## src/rtl/iru_coord_gen_if.sv

```systemverilog
// Coordinate beat stream from the rotation coordinate generator to its consumer.
// The master drives the beat and the slave drives the ready.
interface iru_coord_gen_if;
   logic              out_valid;
   logic              out_ready;
   logic signed [5:0] out_src_x;
   logic signed [5:0] out_src_y;
   logic              out_inb;
   logic              out_last;

   modport master (
      output out_valid, out_src_x, out_src_y, out_inb, out_last,
      input  out_ready
   );

   modport slave (
      input  out_valid, out_src_x, out_src_y, out_inb, out_last,
      output out_ready
   );
endinterface

```

## src/rtl/iru_coord_gen.sv

```systemverilog
// Inverse-rotation source coordinate generator for a 20x20 tile: for each
// destination pixel in raster order it emits the rotated source pixel.
module iru_coord_gen (
   input  logic                 clk,
   input  logic                 rst_n,
   input  logic                 start,
   input  logic [35:0]          angle,
   output logic [35:0]          sin_d,
   output logic [35:0]          cos_d,
   input  logic signed [8:0]    sin_q,
   input  logic signed [8:0]    cos_q,
   iru_coord_gen_if.master      beat,
   output logic                 busy,
   output logic                 angle_err
);
   localparam int COEF_W = 9;
   localparam int ACC_W  = 13;
   localparam int CRD_W  = 6;

   typedef enum logic [1:0] {IDLE, LOAD, RUN} state_t;

   state_t                   state;
   logic [35:0]              ang_r;
   logic signed [COEF_W-1:0] s_r;
   logic signed [COEF_W-1:0] c_r;
   logic [4:0]               r;
   logic [4:0]               c;
   logic                     rem;
   logic                     ang_ok;
   logic signed [ACC_W-1:0]  xc;
   logic signed [ACC_W-1:0]  yc;
   logic signed [ACC_W-1:0]  s13;
   logic signed [ACC_W-1:0]  c13;
   logic signed [CRD_W-1:0]  nx;
   logic signed [CRD_W-1:0]  ny;
   logic                     n_inb;

   // Floor shift back to pixel units and re-centre; -10..30 fits 6-bit signed exactly.
   function automatic logic signed [CRD_W-1:0] to_src(input logic signed [ACC_W-1:0] a,
                                                      input logic signed [ACC_W-1:0] b);
      logic signed [ACC_W-1:0] t;
      t = ((a + b) >>> 7) + 13'sd10;
      return t[CRD_W-1:0];
   endfunction

   assign ang_ok = (angle != '0) && ((angle & (angle - 36'd1)) == '0);

   // Cosine is the sine LUT read 90 degrees (nine 10-degree steps) ahead.
   assign sin_d = busy ? ang_r : '0;
   assign cos_d = busy ? {ang_r[8:0], ang_r[35:9]} : '0;

   assign xc  = $signed({8'd0, c}) - 13'sd10;
   assign yc  = $signed({8'd0, r}) - 13'sd10;
   assign s13 = $signed({{(ACC_W-COEF_W){s_r[COEF_W-1]}}, s_r});
   assign c13 = $signed({{(ACC_W-COEF_W){c_r[COEF_W-1]}}, c_r});

   assign nx    = to_src(xc * c13, -(yc * s13));
   assign ny    = to_src(xc * s13, yc * c13);
   assign n_inb = (nx >= 6'sd0) && (nx <= 6'sd19) && (ny >= 6'sd0) && (ny <= 6'sd19);

   always_ff @(posedge clk or negedge rst_n) begin
      if (!rst_n) begin
         state          <= IDLE;
         ang_r          <= '0;
         s_r            <= '0;
         c_r            <= '0;
         r              <= '0;
         c              <= '0;
         rem            <= 1'b0;
         busy           <= 1'b0;
         angle_err      <= 1'b0;
         beat.out_valid <= 1'b0;
         beat.out_src_x <= '0;
         beat.out_src_y <= '0;
         beat.out_inb   <= 1'b0;
         beat.out_last  <= 1'b0;
      end else begin
         angle_err <= 1'b0;
         case (state)
            IDLE: begin
               if (start) begin
                  if (ang_ok) begin
                     ang_r <= angle;
                     state <= LOAD;
                     busy  <= 1'b1;
                  end else begin
                     angle_err <= 1'b1;
                  end
               end
            end
            LOAD: begin
               s_r   <= sin_q;
               c_r   <= cos_q;
               r     <= '0;
               c     <= '0;
               rem   <= 1'b1;
               state <= RUN;
            end
            RUN: begin
               // A new beat may replace the current one only once it has been taken.
               if (rem && (!beat.out_valid || beat.out_ready)) begin
                  beat.out_valid <= 1'b1;
                  beat.out_src_x <= nx;
                  beat.out_src_y <= ny;
                  beat.out_inb   <= n_inb;
                  beat.out_last  <= (r == 5'd19) && (c == 5'd19);
                  if (c == 5'd19) begin
                     c <= '0;
                     if (r == 5'd19) begin
                        r   <= '0;
                        rem <= 1'b0;
                     end else begin
                        r <= r + 5'd1;
                     end
                  end else begin
                     c <= c + 5'd1;
                  end
               end else if (beat.out_ready) begin
                  beat.out_valid <= 1'b0;
                  if (beat.out_valid && beat.out_last) begin
                     state <= IDLE;
                     busy  <= 1'b0;
                  end
               end
            end
            default: state <= IDLE;
         endcase
      end
   end
endmodule

```

## src/flat_wrapper.sv

```systemverilog
// flat-port wrapper written by rule: the top's interface ports become plain ports
module iru_coord_gen_flat 
  (clk, rst_n, start, angle, sin_d, cos_d, sin_q, cos_q, busy, angle_err, beat_out_valid, beat_out_src_x, beat_out_src_y, beat_out_inb, beat_out_last, beat_out_ready);
  iru_coord_gen_if beat_i ();
  input  logic clk;
  input  logic rst_n;
  input  logic start;
  input  logic [35:0] angle;
  output logic [35:0] sin_d;
  output logic [35:0] cos_d;
  input  logic signed [8:0] sin_q;
  input  logic signed [8:0] cos_q;
  output logic busy;
  output logic angle_err;
  output wire logic [$bits(beat_i.out_valid)-1:0] beat_out_valid;
  output wire logic [$bits(beat_i.out_src_x)-1:0] beat_out_src_x;
  output wire logic [$bits(beat_i.out_src_y)-1:0] beat_out_src_y;
  output wire logic [$bits(beat_i.out_inb)-1:0] beat_out_inb;
  output wire logic [$bits(beat_i.out_last)-1:0] beat_out_last;
  input wire logic [$bits(beat_i.out_ready)-1:0] beat_out_ready;
  assign beat_out_valid = beat_i.out_valid;
  assign beat_out_src_x = beat_i.out_src_x;
  assign beat_out_src_y = beat_i.out_src_y;
  assign beat_out_inb = beat_i.out_inb;
  assign beat_out_last = beat_i.out_last;
  assign beat_i.out_ready = beat_out_ready;
  iru_coord_gen u_core (.clk(clk), .rst_n(rst_n), .start(start), .angle(angle), .sin_d(sin_d), .cos_d(cos_d), .sin_q(sin_q), .cos_q(cos_q), .beat(beat_i), .busy(busy), .angle_err(angle_err));
endmodule
```

## config.mk

```make
export PLATFORM = sky130hd
export DESIGN_NAME = iru_coord_gen_flat
export DESIGN_NICKNAME = d
export VERILOG_FILES = /design/src/rtl/iru_coord_gen_if.sv /design/src/rtl/iru_coord_gen.sv /design/src/flat_wrapper.sv
export SDC_FILE = /design/constraint.sdc
export NUM_CORES = 1
export LEC_CHECK = 0
export BUFFER_PORTS_ARGS = -buffer_cell sky130_fd_sc_hd__buf_4
export CAP_MARGIN = 30
export CORE_MARGIN = 2
export CORE_UTILIZATION = 35
export CTS_BUF_LIST = sky130_fd_sc_hd__clkbuf_4
export DETAILED_ROUTE_END_ITERATION = 8
export SYNTH_ARGS = -nofsm -noshare
export SYNTH_HDL_FRONTEND = slang
export SYNTH_SLANG_ARGS = --single-unit
```

## constraint.sdc

```tcl
create_clock -name clk -period 9.1 [get_ports clk]
set_input_delay 0.91 -clock clk [delete_from_list [all_inputs] [get_ports clk]]
set_output_delay 0.91 -clock clk [all_outputs]
set_load 0.1 [all_outputs]
```

# [Word level (Yosys, flattened, before mapping)]
# Cells that the tools add are included.
[classes] n_addsub=10 mul=4 magnitude_cmp=4 eq_ne=12 mux=30 n_bitwise=1 n_reduce_logical=23
[ops] op="36-bit 2-to-1 mux" count=2
[ops] op="6-bit by 9-bit multiplier with 13-bit output" count=4
[ops] op="36-bit AND" count=1
[ops] op="36-bit zero test" count=1
[ops] op="36-bit nonzero test" count=1
[ops] op="36-bit by 1-bit subtractor with 36-bit output, second input constant" count=1
[ops] op="13-bit adder" count=2
[ops] op="5-bit 2-to-1 mux" count=5
[ops] op="5-bit one-hot mux with 2 select lines" count=2
[ops] op="1-bit 2-to-1 mux" count=13
[ops] op="13-bit negator" count=1
[ops] op="6-bit by 5-bit adder with 6-bit output, second input constant" count=2
[ops] op="6-bit by 1-bit greater-or-equal comparator with 1-bit output, second input constant" count=2
[ops] op="6-bit <= comparator, second input constant" count=2
[ops] op="5-bit by 4-bit subtractor with 6-bit output, second input constant" count=2
[ops] op="5-bit by 1-bit adder with 5-bit output, second input constant" count=2
[ops] op="5-bit == test, second input constant" count=2
[ops] op="2-bit 2-to-1 mux" count=5
[ops] op="2-bit by 1-bit inequality test with 1-bit output, second input constant" count=5
[ops] op="1-bit logical AND" count=7
[ops] op="2-bit inequality test, second input constant" count=3
[ops] op="2-bit one-hot mux with 3 select lines" count=1
[ops] op="2-bit AND reduction" count=3
[ops] op="3-bit AND reduction" count=2
[ops] op="other kinds (10)" count=13
[totals] reg_bits=84 input_bits=58 output_inout_bits=89 word_cells=98

# [Logic depth before layout (Yosys ltp)]
[logic_depth] depth_word=9 mapped_depth=32 mapped_depth_nobuf=29

# [Least setup slack after synthesis]
# Ideal clock, no wire load.
[synth_timing] kind="register -> register" from="register u_core.r[1]" to="register u_core.beat.out_inb" setup_time_ns=0.127 arrival_time_ns=7.306 required_ns=8.973 slack_ns=1.667 path_stages_with_launch=30 path_buffers=2 synth_period_minus_slack_ns=7.433 cell_sequence="dfrtp_1 clkbuf_1 inv_1 ha_1 xnor2_1 clkbuf_1 nand2_1 fa_1 fa_1 inv_1 fa_1 inv_1 fa_1 inv_1 fa_1 inv_1 fa_1 inv_1 ha_1 o21a_1 o21a_1 a21oi_1 xnor2_1 ha_1 nor2b_1 o21ai_0 a221oi_1 xnor3_1 o221ai_1 o31ai_1"
[synth_between] elab_chain_cells=9 word_cells_on_any_way=15 cone_classes="add/sub (6); mul (2); order compare (4); reduce/logical (3)"
[synth_rtl] element="from (decl)" line="iru_coord_gen.sv:26" text="logic [4:0] r;"
[synth_rtl] element="from (signal assigned)" line="iru_coord_gen.sv:113" text="r <= r + 5'd1;"
[synth_rtl] element="5-bit by 4-bit subtractor with 6-bit output (*)" line="iru_coord_gen.sv:53" text="assign yc = $signed({8'd0, r}) - 13'sd10;"
[synth_rtl] element="6-bit by 9-bit multiplier with 13-bit output" line="iru_coord_gen.sv:57" text="assign nx = to_src(xc * c13, -(yc * s13));"
[synth_rtl] element="13-bit negator" line="iru_coord_gen.sv:57"
[synth_rtl] element="13-bit adder" line="iru_coord_gen.sv:42" text="t = ((a + b) >>> 7) + 13'sd10;"
[synth_rtl] element="6-bit by 5-bit adder with 6-bit output" line="iru_coord_gen.sv:42"
[synth_rtl] element="6-bit by 1-bit greater-or-equal comparator with 1-bit output or 6-bit <= comparator (tied branches)" line="iru_coord_gen.sv:59" text="assign n_inb = (nx >= 6'sd0) && (nx <= 6'sd19) && (ny >= 6'sd0) && (ny <= 6'sd19);"
[synth_rtl] element="1-bit logical AND (2 in a row)" line="iru_coord_gen.sv:59"
[synth_rtl] element="1-bit logical AND (*)" line="iru_coord_gen.sv:59"
[synth_rtl] element="to (signal assigned)" line="iru_coord_gen.sv:105" text="beat.out_inb <= n_inb;"
[synth_rtl] element="to (decl)" line="iru_coord_gen_if.sv:12" text="output out_valid, out_src_x, out_src_y, out_inb, out_last,"
# Mark *: on every way between the ends. The rest lies on a longest branch, timed or not.
# A chain may end at the register's enable or synchronous reset.

# [Worst setup path after layout]
[layout_timing] from="register u_core.c[1]" to="register u_core.beat.out_inb"
[layout_between] elab_chain_cells=8 word_cells_on_any_way=14 cone_classes="add/sub (5); mul (2); order compare (4); reduce/logical (3)"
[layout_rtl] element="from (decl)" line="iru_coord_gen.sv:27" text="logic [4:0] c;"
[layout_rtl] element="from (signal assigned)" line="iru_coord_gen.sv:116" text="c <= c + 5'd1;"
[layout_rtl] element="5-bit by 4-bit subtractor with 6-bit output (*)" line="iru_coord_gen.sv:52" text="assign xc = $signed({8'd0, c}) - 13'sd10;"
[layout_rtl] element="6-bit by 9-bit multiplier with 13-bit output" line="iru_coord_gen.sv:57"
[layout_rtl] element="13-bit adder" line="iru_coord_gen.sv:42"
[layout_rtl] element="6-bit by 5-bit adder with 6-bit output" line="iru_coord_gen.sv:42"
[layout_rtl] element="6-bit by 1-bit greater-or-equal comparator with 1-bit output or 6-bit <= comparator (tied branches)" line="iru_coord_gen.sv:59"
[layout_rtl] element="1-bit logical AND (2 in a row)" line="iru_coord_gen.sv:59"
[layout_rtl] element="1-bit logical AND (*)" line="iru_coord_gen.sv:59"
# Marks and branches as above.

==> reports/metrics.csv <==
stage;metric;value;unit
run_status;outcome;complete, no violations;
timing;min_period_over_period;87.0;%
logic_synthesis;synth_flop_cell;dfrtp_1;
timing;drv_slew;0;
placement;dp_slack;1.36;ns
placement;port_buffers;146;
timing;setup_viol;0;
floorplan;rows;67;
logic_synthesis;synth_seq_cells;84;
timing;final_hold_viol_count;0;
timing;max-slew-margin-rel;39.7;%
cells_and_area;final_nets;1626;
cells_and_area;stdcell_count;1762;
route;wl_per_cell;16.7;um
placement;dp_cells;1746;
floorplan;start_util;35.4;%
clock_network;cts-root-buf;clkbuf_4;
worst_setup_path;worstReg2RegStart;u_core.c[1];
floorplan;ioPinCount;147;
worst_setup_path;start_kind;flip-flop;
clock_network;hold_buffers;0;
clock_network;cts.path.max_buffers;2;
route;viasPerCell;4.89;
timing;clock_skew;0.0615;ns
clock_network;path_clk_slew;0.21;ns
grt;grt_pass1_vias;9101;
clock_network;cts_tree;done;
clock_network;cts_inserted_buffers;9;
logic_synthesis;synth-edff-count;0;
cells_and_area;layout_common_cells;inv_1, fa_1, buf_4;
floorplan;die_y;188;um
clock_network;clock-sinks;84;
timing;setup_tns;0;ns
worst_setup_path;crit_type;flip-flop to flip-flop;
timing;tightest_slew;0.903;ns
logic_synthesis;ys_warn_count;0;
floorplan;core_area;0.0334;mm^2
clock_network;cts_max_level;3;
logic_synthesis;synthTopCellsByArea;fa_1, dfrtp_1, ha_1;
worst_setup_path;cp_max_fo;12;
grt;grt_overflow;0;
timing;fmax;126;MHz
flow_run;drv_cap;0;
worst_setup_path;critical_path.startpoint;u_core.c[1];
logic_synthesis;syn_avg_cell_area;9.63;um^2
route;wl_met2;14200;um
logic_synthesis;synth-seq-area-share;17.8;%
timing;setup_ws;1.18;ns
floorplan;die_area;0.0353;mm^2
logic_synthesis;syn_area;0.0118;mm^2
timing;grt_setup_unrepaired;no;
cells_and_area;fin_area;0.0133;mm^2
placement;hpwl;23000;um
route;drcViolationCount;0;
logic_synthesis;synth_top_area_share;27.4;%
cells_and_area;drive_above_1_share;18.9;%
logic_synthesis;synthArstFlopShare;100;%
worst_setup_path;crit_arrival;8.30;ns
min_path;min_path_type;input port to async pin;
logic_synthesis;synth_cell_types;58;
floorplan;chipWidth;188;um
clock_network;post_cts_resized;0;
placement;gp_congestion;0.823;
route;routed.top_layer;met4;
worst_setup_path;required;9.48;ns
grt;antenna_found_initial;1;
clock_network;worstSkewPairLatency;0.51;ns
grt;grt_max_degree;48;
cells_and_area;area_delta_synth_final;12.1;%
grt;grt_pass1_wl;48500;um
route;vias;8614;
route;wl_met3;1970;um
logic_synthesis;synthCells;1229;
cells_and_area;layout_commonest_cell;inv_1;
clock_network;cts_setup_buffers;0;
route;drtIter0Drc;425;
route;routed_wl;29500;um
route;m1WireLength;12800;um
timing;fin_crit;7.92;ns
route;ant_nets;0;
grt;track_usage;17.4;%
placement;place_area;0.0131;mm^2
route;first_pass_iters;5;
logic_synthesis;synth_nets;1546;
logic_synthesis;synth.largest_area_cell;fa_1;
worst_setup_path;crit_path_end_kind;flip-flop;
layout make-up:
type / count / area [um^2]
fillers: 3334 / 20200
multi-input cells: 865 / 8520
flip-flops and latches: 84 / 2100
repair buffers: 162 / 1240
inverters: 187 / 702
well taps: 448 / 561
clock inverters: 6 / 71.3
clock buffers: 9 / 67.6
diodes: 1 / 2.50
critical path, cell delays in order, from the launching register on:
cell,delay (ns)
dfrtp_1,0.37
inv_1,0.20
ha_1,0.30
nor2b_1,0.60
buf_4,0.27
or2_2,0.26
nor2_1,0.10
fa_1,0.52
inv_1,0.06
fa_1,0.48
fa_1,0.52
fa_1,0.54
inv_1,0.05
fa_1,0.47
ha_1,0.31
ha_1,0.37
and2_1,0.21
a31oi_1,0.14
o21ai_0,0.25
a21oi_1,0.21
ha_1,0.23
nor2b_1,0.14
o21ai_0,0.09
a221oi_1,0.31
xnor3_1,0.43
o221ai_1,0.18
o31ai_1,0.21
synth_stat cells (3+ instances only):
cell type,count
a2111oi_0,3
a211oi_1,4
a21oi_1,14
a31o_2,4
a31oi_1,4
and2_1,92
buf_4,36
buf_6,3
clkbuf_1,54
dfrtp_1,84
fa_1,162
ha_1,97
inv_1,187
maj3_1,4
mux2_2,26
mux2_4,30
nand2_1,110
nand2b_1,22
nand3_1,12
nand4_1,7
nor2_1,41
nor2b_1,45
nor3_1,11
nor4_1,4
o211ai_1,3
o21a_1,6
o21ai_0,39
o31ai_1,10
or2_2,4
or3_1,21
xnor2_1,44
xor2_1,11
through the flow:
stage | hold slack [ns] | util, %
after floorplan | 0.471 | -
after global placement | 0.467 | 39.1
after detailed placement | 0.471 | 39.2
after CTS | 0.333 | 39.6
after global routing | 0.338 | 39.7
final | 0.347 | 39.7
final timing paths:
kind / end / cells after the start / slack (ns)
worst max-delay path: u_core.beat.out_inb / 26 / 1.18
worst min-delay path: u_core.c[4] / 1 / 0.35
worst max register to register: u_core.beat.out_inb / 26 / 1.18
worst min register to register: u_core.beat.out_src_y[4] / 2 / 0.50
max in group asynchronous: u_core.beat.out_src_y[0] / 2 / 7.63
min in group clk: u_core.beat.out_src_y[4] / 2 / 0.50
layer usage:
metal	vias to the layer above	GRT usage (%)
met4	0	4.82
met5	-	0
met3	31	3.80
li1	4005	-
met2	275	29.0
met1	4303	22.9
state kept, by name, summed over array words and instances, names as in the netlist, 2 cells and up:
signal and flops:
u_core.r 5, u_core.ang_r 36, u_core.state 2, u_core.beat.out_src_y 6, u_core.c 5, u_core.s_r 9
u_core.beat.out_src_x 6, u_core.c_r 9
kinds of logic after synthesis:
family                   synth area share, %
XOR/XNOR                                4.26
adder cells (fa/ha/maj)                 38.0
buffers and inverters                   10.2
multiplexers                            6.37
AND/OR/NAND/NOR                         17.2
AO/OA/AOI/OAI                           6.19
flip-flops                              17.8
Power is left out: the tool's default activity adds up to more than one toggle a clock period on the data nets, which glitch-free logic cannot reach.
